**config.mk**
```make
export PLATFORM = sky130hd
export DESIGN_NAME = intra16_pred
export DESIGN_NICKNAME = d
export VERILOG_FILES = /design/src/rtl/intra16_pred.sv
export SDC_FILE = /design/constraint.sdc
export NUM_CORES = 2
export LEC_CHECK = 0
export BUFFER_PORTS_ARGS = -buffer_cell sky130_fd_sc_hd__buf_2
export CORE_ASPECT_RATIO = 2
export CORE_MARGIN = 4
export CORE_UTILIZATION = 30
export DETAILED_ROUTE_END_ITERATION = 12
export GPL_TIMING_DRIVEN = 0
export PLACE_DENSITY_LB_ADDON = 0.25
export SYNTH_ARGS = -nofsm -noshare
export SYNTH_HDL_FRONTEND = slang
export SYNTH_SLANG_ARGS = --single-unit
export TNS_END_PERCENT = 5
```
**constraint.sdc**
```tcl
create_clock -name clk -period 23.8 [get_ports clk]
set_input_delay 4.76 -clock clk [delete_from_list [all_inputs] [get_ports clk]]
set_output_delay 4.76 -clock clk [all_outputs]
set_load 0.02 [all_outputs]
```
**src/rtl/intra16_pred.sv**
```systemverilog
// Luma 16x16 intra-prediction generator: latches the macroblock boundary on start,
// then streams DC, TM, VE and HE candidates one 16-pixel row per valid/ready beat.
module intra16_pred (
  input  logic         clk,
  input  logic         rst_n,
  input  logic         start,
  input  logic         has_top,
  input  logic         has_left,
  input  logic [159:0] top_y,
  input  logic [127:0] left_y,
  input  logic [7:0]   top_left_y,
  output logic         busy,
  output logic         pred_valid,
  input  logic         pred_ready,
  output logic [1:0]   pred_mode,
  output logic [3:0]   pred_row,
  output logic [127:0] pred_data,
  output logic         pred_last,
  output logic         done
);

  typedef enum logic [1:0] {
    S_IDLE = 2'd0,
    S_CALC = 2'd1,
    S_EMIT = 2'd2
  } state_e;

  localparam logic [1:0] MODE_DC = 2'd0;
  localparam logic [1:0] MODE_TM = 2'd1;
  localparam logic [1:0] MODE_VE = 2'd2;
  localparam logic [1:0] MODE_HE = 2'd3;

  state_e         state_q, state_d;
  logic [127:0]   top_q, left_q;
  logic [7:0]     tl_q;
  logic           has_top_q, has_left_q;
  logic [7:0]     dc_q, dc_d;
  logic           latch_en;

  logic           pred_valid_q, pred_valid_d;
  logic [1:0]     pred_mode_q, pred_mode_d;
  logic [3:0]     pred_row_q, pred_row_d;
  logic [127:0]   pred_data_q, pred_data_d;
  logic           pred_last_q, pred_last_d;
  logic           done_q, done_d;

  logic [11:0]    sum_top, sum_left;
  logic [12:0]    dc_sum, dc_rnd;
  logic [7:0]     dc_calc;
  logic [5:0]     nxt_beat;
  logic [1:0]     nxt_mode;
  logic [3:0]     nxt_row;
  logic [7:0]     left_px;
  logic [127:0]   row_data;
  logic           fire;

  // Only the low 16 bytes of the top row carry samples.
  logic           unused_top_hi;
  assign unused_top_hi = ^top_y[159:128];

  // top + left - top_left spans -255..510, so 10 signed bits hold it exactly.
  function automatic logic [7:0] tm_pixel(input logic [7:0] t, input logic [7:0] l,
                                          input logic [7:0] tl);
    logic signed [9:0] v;
    v = signed'({2'b00, t}) + signed'({2'b00, l}) - signed'({2'b00, tl});
    if (v < 10'sd0)        return 8'h00;
    else if (v > 10'sd255) return 8'hFF;
    else                   return v[7:0];
  endfunction

  // NOTE: every variable driven here gets a value before any branch, so no latch is inferred.
  always_comb begin
    sum_top  = '0;
    sum_left = '0;
    for (int i = 0; i < 16; i++) begin
      sum_top  = sum_top  + 12'(top_q[8*i +: 8]);
      sum_left = sum_left + 12'(left_q[8*i +: 8]);
    end
    case ({has_top_q, has_left_q})
      2'b11:   dc_sum = {1'b0, sum_top} + {1'b0, sum_left};
      2'b10:   dc_sum = {sum_top, 1'b0};
      2'b01:   dc_sum = {sum_left, 1'b0};
      default: dc_sum = '0;
    endcase
    // Max sum 8160 + 16 still fits 13 bits.
    dc_rnd  = dc_sum + 13'd16;
    dc_calc = (has_top_q | has_left_q) ? dc_rnd[12:5] : 8'h80;
  end

  // Row content for the beat that follows the one currently presented.
  always_comb begin
    nxt_beat = {pred_mode_q, pred_row_q} + 6'd1;
    nxt_mode = nxt_beat[5:4];
    nxt_row  = nxt_beat[3:0];
    left_px  = left_q[{nxt_row, 3'b000} +: 8];
    row_data = '0;
    case (nxt_mode)
      MODE_DC: row_data = {16{dc_q}};
      MODE_TM: begin
        for (int c = 0; c < 16; c++) begin
          row_data[8*c +: 8] = tm_pixel(top_q[8*c +: 8], left_px, tl_q);
        end
      end
      MODE_VE: row_data = top_q;
      MODE_HE: row_data = {16{left_px}};
      default: row_data = '0;
    endcase
  end

  assign fire = pred_valid_q & pred_ready;

  always_comb begin
    state_d      = state_q;
    latch_en     = 1'b0;
    dc_d         = dc_q;
    pred_valid_d = pred_valid_q;
    pred_mode_d  = pred_mode_q;
    pred_row_d   = pred_row_q;
    pred_data_d  = pred_data_q;
    pred_last_d  = pred_last_q;
    done_d       = 1'b0;
    case (state_q)
      S_IDLE: begin
        if (start) begin
          latch_en = 1'b1;
          state_d  = S_CALC;
        end
      end
      S_CALC: begin
        dc_d         = dc_calc;
        pred_valid_d = 1'b1;
        pred_mode_d  = MODE_DC;
        pred_row_d   = 4'd0;
        pred_data_d  = {16{dc_calc}};
        pred_last_d  = 1'b0;
        state_d      = S_EMIT;
      end
      S_EMIT: begin
        if (fire) begin
          if (pred_last_q) begin
            state_d      = S_IDLE;
            pred_valid_d = 1'b0;
            pred_mode_d  = '0;
            pred_row_d   = '0;
            pred_data_d  = '0;
            pred_last_d  = 1'b0;
            done_d       = 1'b1;
          end else begin
            pred_mode_d = nxt_mode;
            pred_row_d  = nxt_row;
            pred_data_d = row_data;
            pred_last_d = (nxt_beat == 6'h3F);
          end
        end
      end
      default: state_d = S_IDLE;
    endcase
  end

  // NOTE: sequential state uses non-blocking assignments so every register samples pre-edge values.
  always_ff @(posedge clk or negedge rst_n) begin
    if (!rst_n) begin
      state_q      <= S_IDLE;
      dc_q         <= '0;
      pred_valid_q <= 1'b0;
      pred_mode_q  <= '0;
      pred_row_q   <= '0;
      pred_data_q  <= '0;
      pred_last_q  <= 1'b0;
      done_q       <= 1'b0;
    end else begin
      state_q      <= state_d;
      dc_q         <= dc_d;
      pred_valid_q <= pred_valid_d;
      pred_mode_q  <= pred_mode_d;
      pred_row_q   <= pred_row_d;
      pred_data_q  <= pred_data_d;
      pred_last_q  <= pred_last_d;
      done_q       <= done_d;
    end
  end

  // NOTE: the boundary registers are reset too, so a stream after reset never sees stale samples.
  always_ff @(posedge clk or negedge rst_n) begin
    if (!rst_n) begin
      top_q      <= '0;
      left_q     <= '0;
      tl_q       <= '0;
      has_top_q  <= 1'b0;
      has_left_q <= 1'b0;
    end else if (latch_en) begin
      top_q      <= top_y[127:0];
      left_q     <= left_y;
      tl_q       <= top_left_y;
      has_top_q  <= has_top;
      has_left_q <= has_left;
    end
  end

  assign busy       = (state_q != S_IDLE);
  assign pred_valid = pred_valid_q;
  assign pred_mode  = pred_mode_q;
  assign pred_row   = pred_row_q;
  assign pred_data  = pred_data_q;
  assign pred_last  = pred_last_q;
  assign done       = done_q;

endmodule
```
======== Word level (Yosys, flattened, before mapping) ========
Index checks and enable logic that the tools add are counted.
storage, ports and cells
  register bits after elaboration ......... 413
  logic and storage cells ................. 191
operators by class
  add/subtract/negate cells ............... 65
  magnitude comparators ................... 32
  equality and inequality tests ........... 12
  shifts and indexed selects .............. 1
  multiplexer cells ....................... 59
  bitwise operators ....................... 2
  reductions and logical operators ........ 7
operators by type and width
  operator               number
  $pmux 128 s4           1
  $add 12x8->12          22
  $mux 8                 33
  $mux 128               2
  $pmux 128 s2           1
  $add 8x8->9            18
  $gt 10x9->1 const B    16
  $lt 10x1->1 const B    16
  $sub 9x8->10           16
  $shiftx 128x8->8       1
  $pmux 13 s3            1
  $add 11x8->12          2
  $add 10x8->11          2
  $add 9x8->10           2
  $add 12x12->13         1
  $add 13x5->13 const B  1
  $eq 2x2->1 const B     5
  $mux 2                 5
  $mux 1                 9
  $mux 4                 2
  $pmux 4 s2             1
  $add 6x1->6 const B    1
  $eq 2x1->1 const B     3
  $eq 6x6->1 const B     1
  other kinds (10)       16

======== Depth between registers and ports, before layout ========
  word-level depth ........................ 20
  mapped depth ............................ 31
  gate-level depth less buffers ........... 30

======== Least setup slack after synthesis ========
No wires, ideal clock.
  path type ............................... register to register
  start point ............................. register top_q[50]
  end point ............................... register pred_data_q[71] (netlist: pred_data[71])
  library setup time ...................... 0.141 ns
  data arrival time ....................... 7.478 ns
  setup slack ............................. 16.181 ns
  stages on the path, launching flop included .. 29
  buffers on the path ..................... 1
  cell sequence ........................... dfrtp_1 fa_1 inv_1 fa_1 inv_1 fa_1 fa_1 fa_1 inv_1 fa_1 inv_1 ha_1 fa_1 a21o_1 nand4_1 nand2_1 nor2_1 xnor2_1 ha_1 a21o_1 a21o_1 nor4_1 o31a_1 a211oi_1 or4b_1 or3_4 a211oi_4 buf_6 a211oi_2
on the way
  word-level cells in the longest chain between the ends .. 15
RTL lines
  item                           line  RTL
  from (decl)                    34    logic [127:0] top_q, left_q;
  from (signal assigned)         192   top_q <= top_y[127:0];
  $add 12x8->12 * (10 in a row)  76    sum_top = sum_top + 12'(top_q[8*i +: 8]);
  $add 12x12->13                 80    2'b11: dc_sum = {1'b0, sum_top} + {1'b0, sum_left};
  $pmux 13 s3 *                  79    case ({has_top_q, has_left_q})
  $add 13x5->13 *                86    dc_rnd = dc_sum + 13'd16;
  $mux 8 *                       87    dc_calc = (has_top_q | has_left_q) ? dc_rnd[12:5] : 8'h80;
  $pmux 128 s2 *                 122   case (state_q)
  to (signal assigned)           177   pred_data_q <= pred_data_d;
  to (decl)                      43    logic [127:0] pred_data_q, pred_data_d;
Mark *: on every way between the ends. The rest lies on a longest branch, timed or not.
A chain may end at the register's enable or synchronous reset.

======== Final worst setup path ========
  start point ............................. register top_q[106]
  end point ............................... register pred_data_q[38] (netlist: pred_data[38])
on the way
  word-level cells in the longest chain between the ends .. 8
RTL lines
  item                          line
  $add 12x8->12 * (3 in a row)  76
  $add 12x12->13                80
  $pmux 13 s3 *                 79
  $add 13x5->13 *               86
  $mux 8 *                      87
  $pmux 128 s2 *                122
Marked as above.

==> results by group <==
Place
  – I/O Buffers: 407
  – RD Place Congestion: just under 1
  – Post-DP HPWL: roughly 120000 µm

GRT
  – Largest net degree at the start of global routing: around 110
  – GRT Overall Usage: about a quarter
  – First-pass GRT wire length: around 210000 µm
  – Vias in the first global route: approximately 30000
  – Residual overflow from global routing: 0
  – Initial antenna violation count: 23

Timing
  – RSZ-0062 raised after global routing: false
  – Setup Skew: about 52 ps
  – Least-Margin Pin Slew: approximately 1500 ps
  – Period Utilization, post-route: between 40% and 50%
  – Setup violators final: 0
  – Setup Total Neg Slack: 0 ps
  – Slew Limit Fails: 8
  – Fin. Hold Viols: 0
  – Worst relative slew slack: -3.10%
  – Hold slack: 480 ps
  – Minimum clock period after layout: 9790 ps
  – Fmax achieved: approximately 100 MHz

Layout
  – Share of layout cells above drive strength 1: ~18%
  – Area Overhead vs Synth: 16.9%
  – Commonest non-fill, non-tap cell in the layout: inv_1
  – Fin nets: between 4000 and 5000
  – Finished Core Util: a little over a third
  – Most frequent cells in the layout: 437 x inv_1, 413 x buf_2, 412 x dfrtp_1

Clock tree
  – Clock tree sinks: just over 400
  – CTS Hold Bufs: 0
  – Clock transition at path regs: about 70 ps
  – H-tree depth: 2
  – Largest buffer count on any clock path: 3
  – Num CTS Buffers: between 40 and 50
  – Worst skew pair latency: around 650 ps
  – Cells resized by post-CTS repair: 0
  – Post-CTS setup buffers: 0
  – TritonCTS clock tree: done
  – Root buffer cell: clkbuf_16

Die
  – Die area: between 100000 and 150000 µm²
  – Core area: about 110000 µm²
  – Number of core rows: 172
  – Die W: between 200 and 250 µm
  – I/O pin count: between 400 and 500
  – Initial core utilization: 30.3%
  – Die Y: roughly 480 µm

Route
  – Wirelength, routed: roughly 150000 µm
  – Drc violations: 0
  – DRT iter0 DRCs: approximately 1900
  – Routed vias: roughly 28000
  – DR vias/cell: ~5.3
  – Average routed wire per standard cell: about 28 µm
  – First-pass iteration count of the detailed router: 5
  – Antenna viol nets, final: 0

Synth
  – Post-Synthesis Cells: 3337
  – Synth warn: 0
  – Synthesized Nets: 4168
  – Synth Register Bits: between 400 and 500
  – Most used DFF post-synth: dfrtp_1
  – Synth async-reset ratio: 100%
  – Post-synth EDFFs: 0
  – Synthesized cell area: around 33000 µm²
  – Synthesized area per cell: 9.98 µm²
  – Post-synthesis cell type count: 75
  – Seq/Total Area, Yosys: 31.0%

Critical path
  – CP startpoint kind: flip-flop
  – Worst reg2reg path endpoint: pred_data[38]
  – Critical Path Sink Type: flip-flop
  – Critical Path RT: 24260 ps
  – FF-to-FF path depth: 26
  – FF-to-FF Start: top_q[106]
  – CP Data Arrival Time: 10260 ps
  – Worst reg2reg setup slack: between 10000 and 15000 ps
  – CP max FO: 10
  – Setup CP Type: reg -> reg

Hold path
  – Hold Path Sink: dc_q[3]
  – Hold_sp: dc_q[3]
  – Hold WC Path Type: reg -> reg
  – WHS Path Cells: 2

Run
  – Max_cap viols: 1

Outcome
  – Status: finished with violations
  – Failing checks: max-capacitance violations, max-slew violations
worst max-delay path by stage:
stage / start / endpoint / slack, ps
2_1_floorplan: top_q[50] / pred_data[71] / 16180
3_3_place_gp: rst_n / pred_data[7] / 8690
3_5_place_dp: top_q[106] / pred_data[38] / 13980
4_1_cts: top_q[106] / pred_data[38] / 14000
5_1_grt: top_q[98] / pred_data[102] / 13690
6_report: top_q[106] / pred_data[38] / 14010
critical path, cell delays in order (launching register included):
cell and delay, ps:
dfrtp_1 410, inv_1 100, fa_1 530, fa_1 590, inv_1 60, fa_1 570, fa_1 530, fa_1 510
inv_1 50, fa_1 480, inv_1 50, ha_1 230, fa_1 470, a21o_1 220, a21oi_1 180, xnor2_1 210
ha_1 390, and3_1 260, a22o_1 250, nor3_1 180, xnor2_1 180, a21oi_1 190, nor4b_1 640, a211oi_1 180
nor3_2 960, clkbuf_1 1040, nor2_1 140
logic make-up after synthesis:
family                   synth area share (%)
XOR/XNOR                                 3.13
AO/OA/AOI/OAI                            16.5
multiplexers                             6.38
adder cells (fa/ha/maj)                  27.6
flip-flops                               31.0
AND/OR/NAND/NOR                          8.82
buffers and inverters                    6.46
layer usage:
layer | vias to the layer above | global-route usage [%] | part of all wire [%]
li1 | 12400 | - | -
met3 | 396 | 5.71 | 7.3
met5 | - | 0 | 0.072
met1 | 14300 | 25.5 | 33
met2 | 1198 | 45.5 | 51
met4 | 20 | 17.1 | 8.8
area by class of cell:
class / instances / area [µm²]
Clock buffer: 57 / 1230
Clock inverter: 26 / 235
Timing Repair Buffer: 418 / 2250
Antenna cell: 9 / 22.5
Multi-Input combinational cell: 2355 / 20800
Buffer: 124 / 482
Inverter: 445 / 1670
Fill cell: 11400 / 71100
Tap cell: 1479 / 1850
Sequential cell: 413 / 10300
state kept, by name, indices dropped and copies added (netlist names):
| signal | count |
|---|---|
| left_q | 128 |
| pred_data | 128 |
| top_q | 128 |
| dc_q | 8 |
| tl_q | 8 |
| pred_row | 4 |
| pred_mode | 2 |
| state_q | 2 |
| done | 1 |
| has_left_q | 1 |
| has_top_q | 1 |
| pred_last | 1 |
| pred_valid | 1 |
through the flow:
stage               std cells  cell area (µm²)  setup slack, ps
global placement         5223            37200             8690
floorplan                3337            33300            16180
finish                   5326            38900            14010
detailed placement       5234            37400            13980
global route             5318            38900            13690
CTS                      5317            38900            14000
Yosys cell counts, types with 18 or more instances:
master      n  area share [%]
o22ai_1    24            0.45
a21o_1     29            0.65
mux2_2    111             3.8
o21bai_1   30            0.68
a31oi_1   129             2.4
xnor2_1    80             2.1
a21oi_1    87             1.3
o22a_1     78             2.1
fa_1      344              21
nand3_1    53            0.80
o211ai_1   18            0.41
nand2_1   338             3.8
o21ai_0   336             5.0
clkbuf_1  116             1.3
dfrtp_1   413              31
a211oi_1   35            0.79
xor2_1     39             1.0
ha_1      185             7.0
inv_1     444             5.0
mux4_2     38             2.6
nor3_1     63            0.95
nor2_1    164             1.8
Power is left out: the tool's default activity adds up to more than one toggle a clock period on the data nets, which glitch-free logic cannot reach.
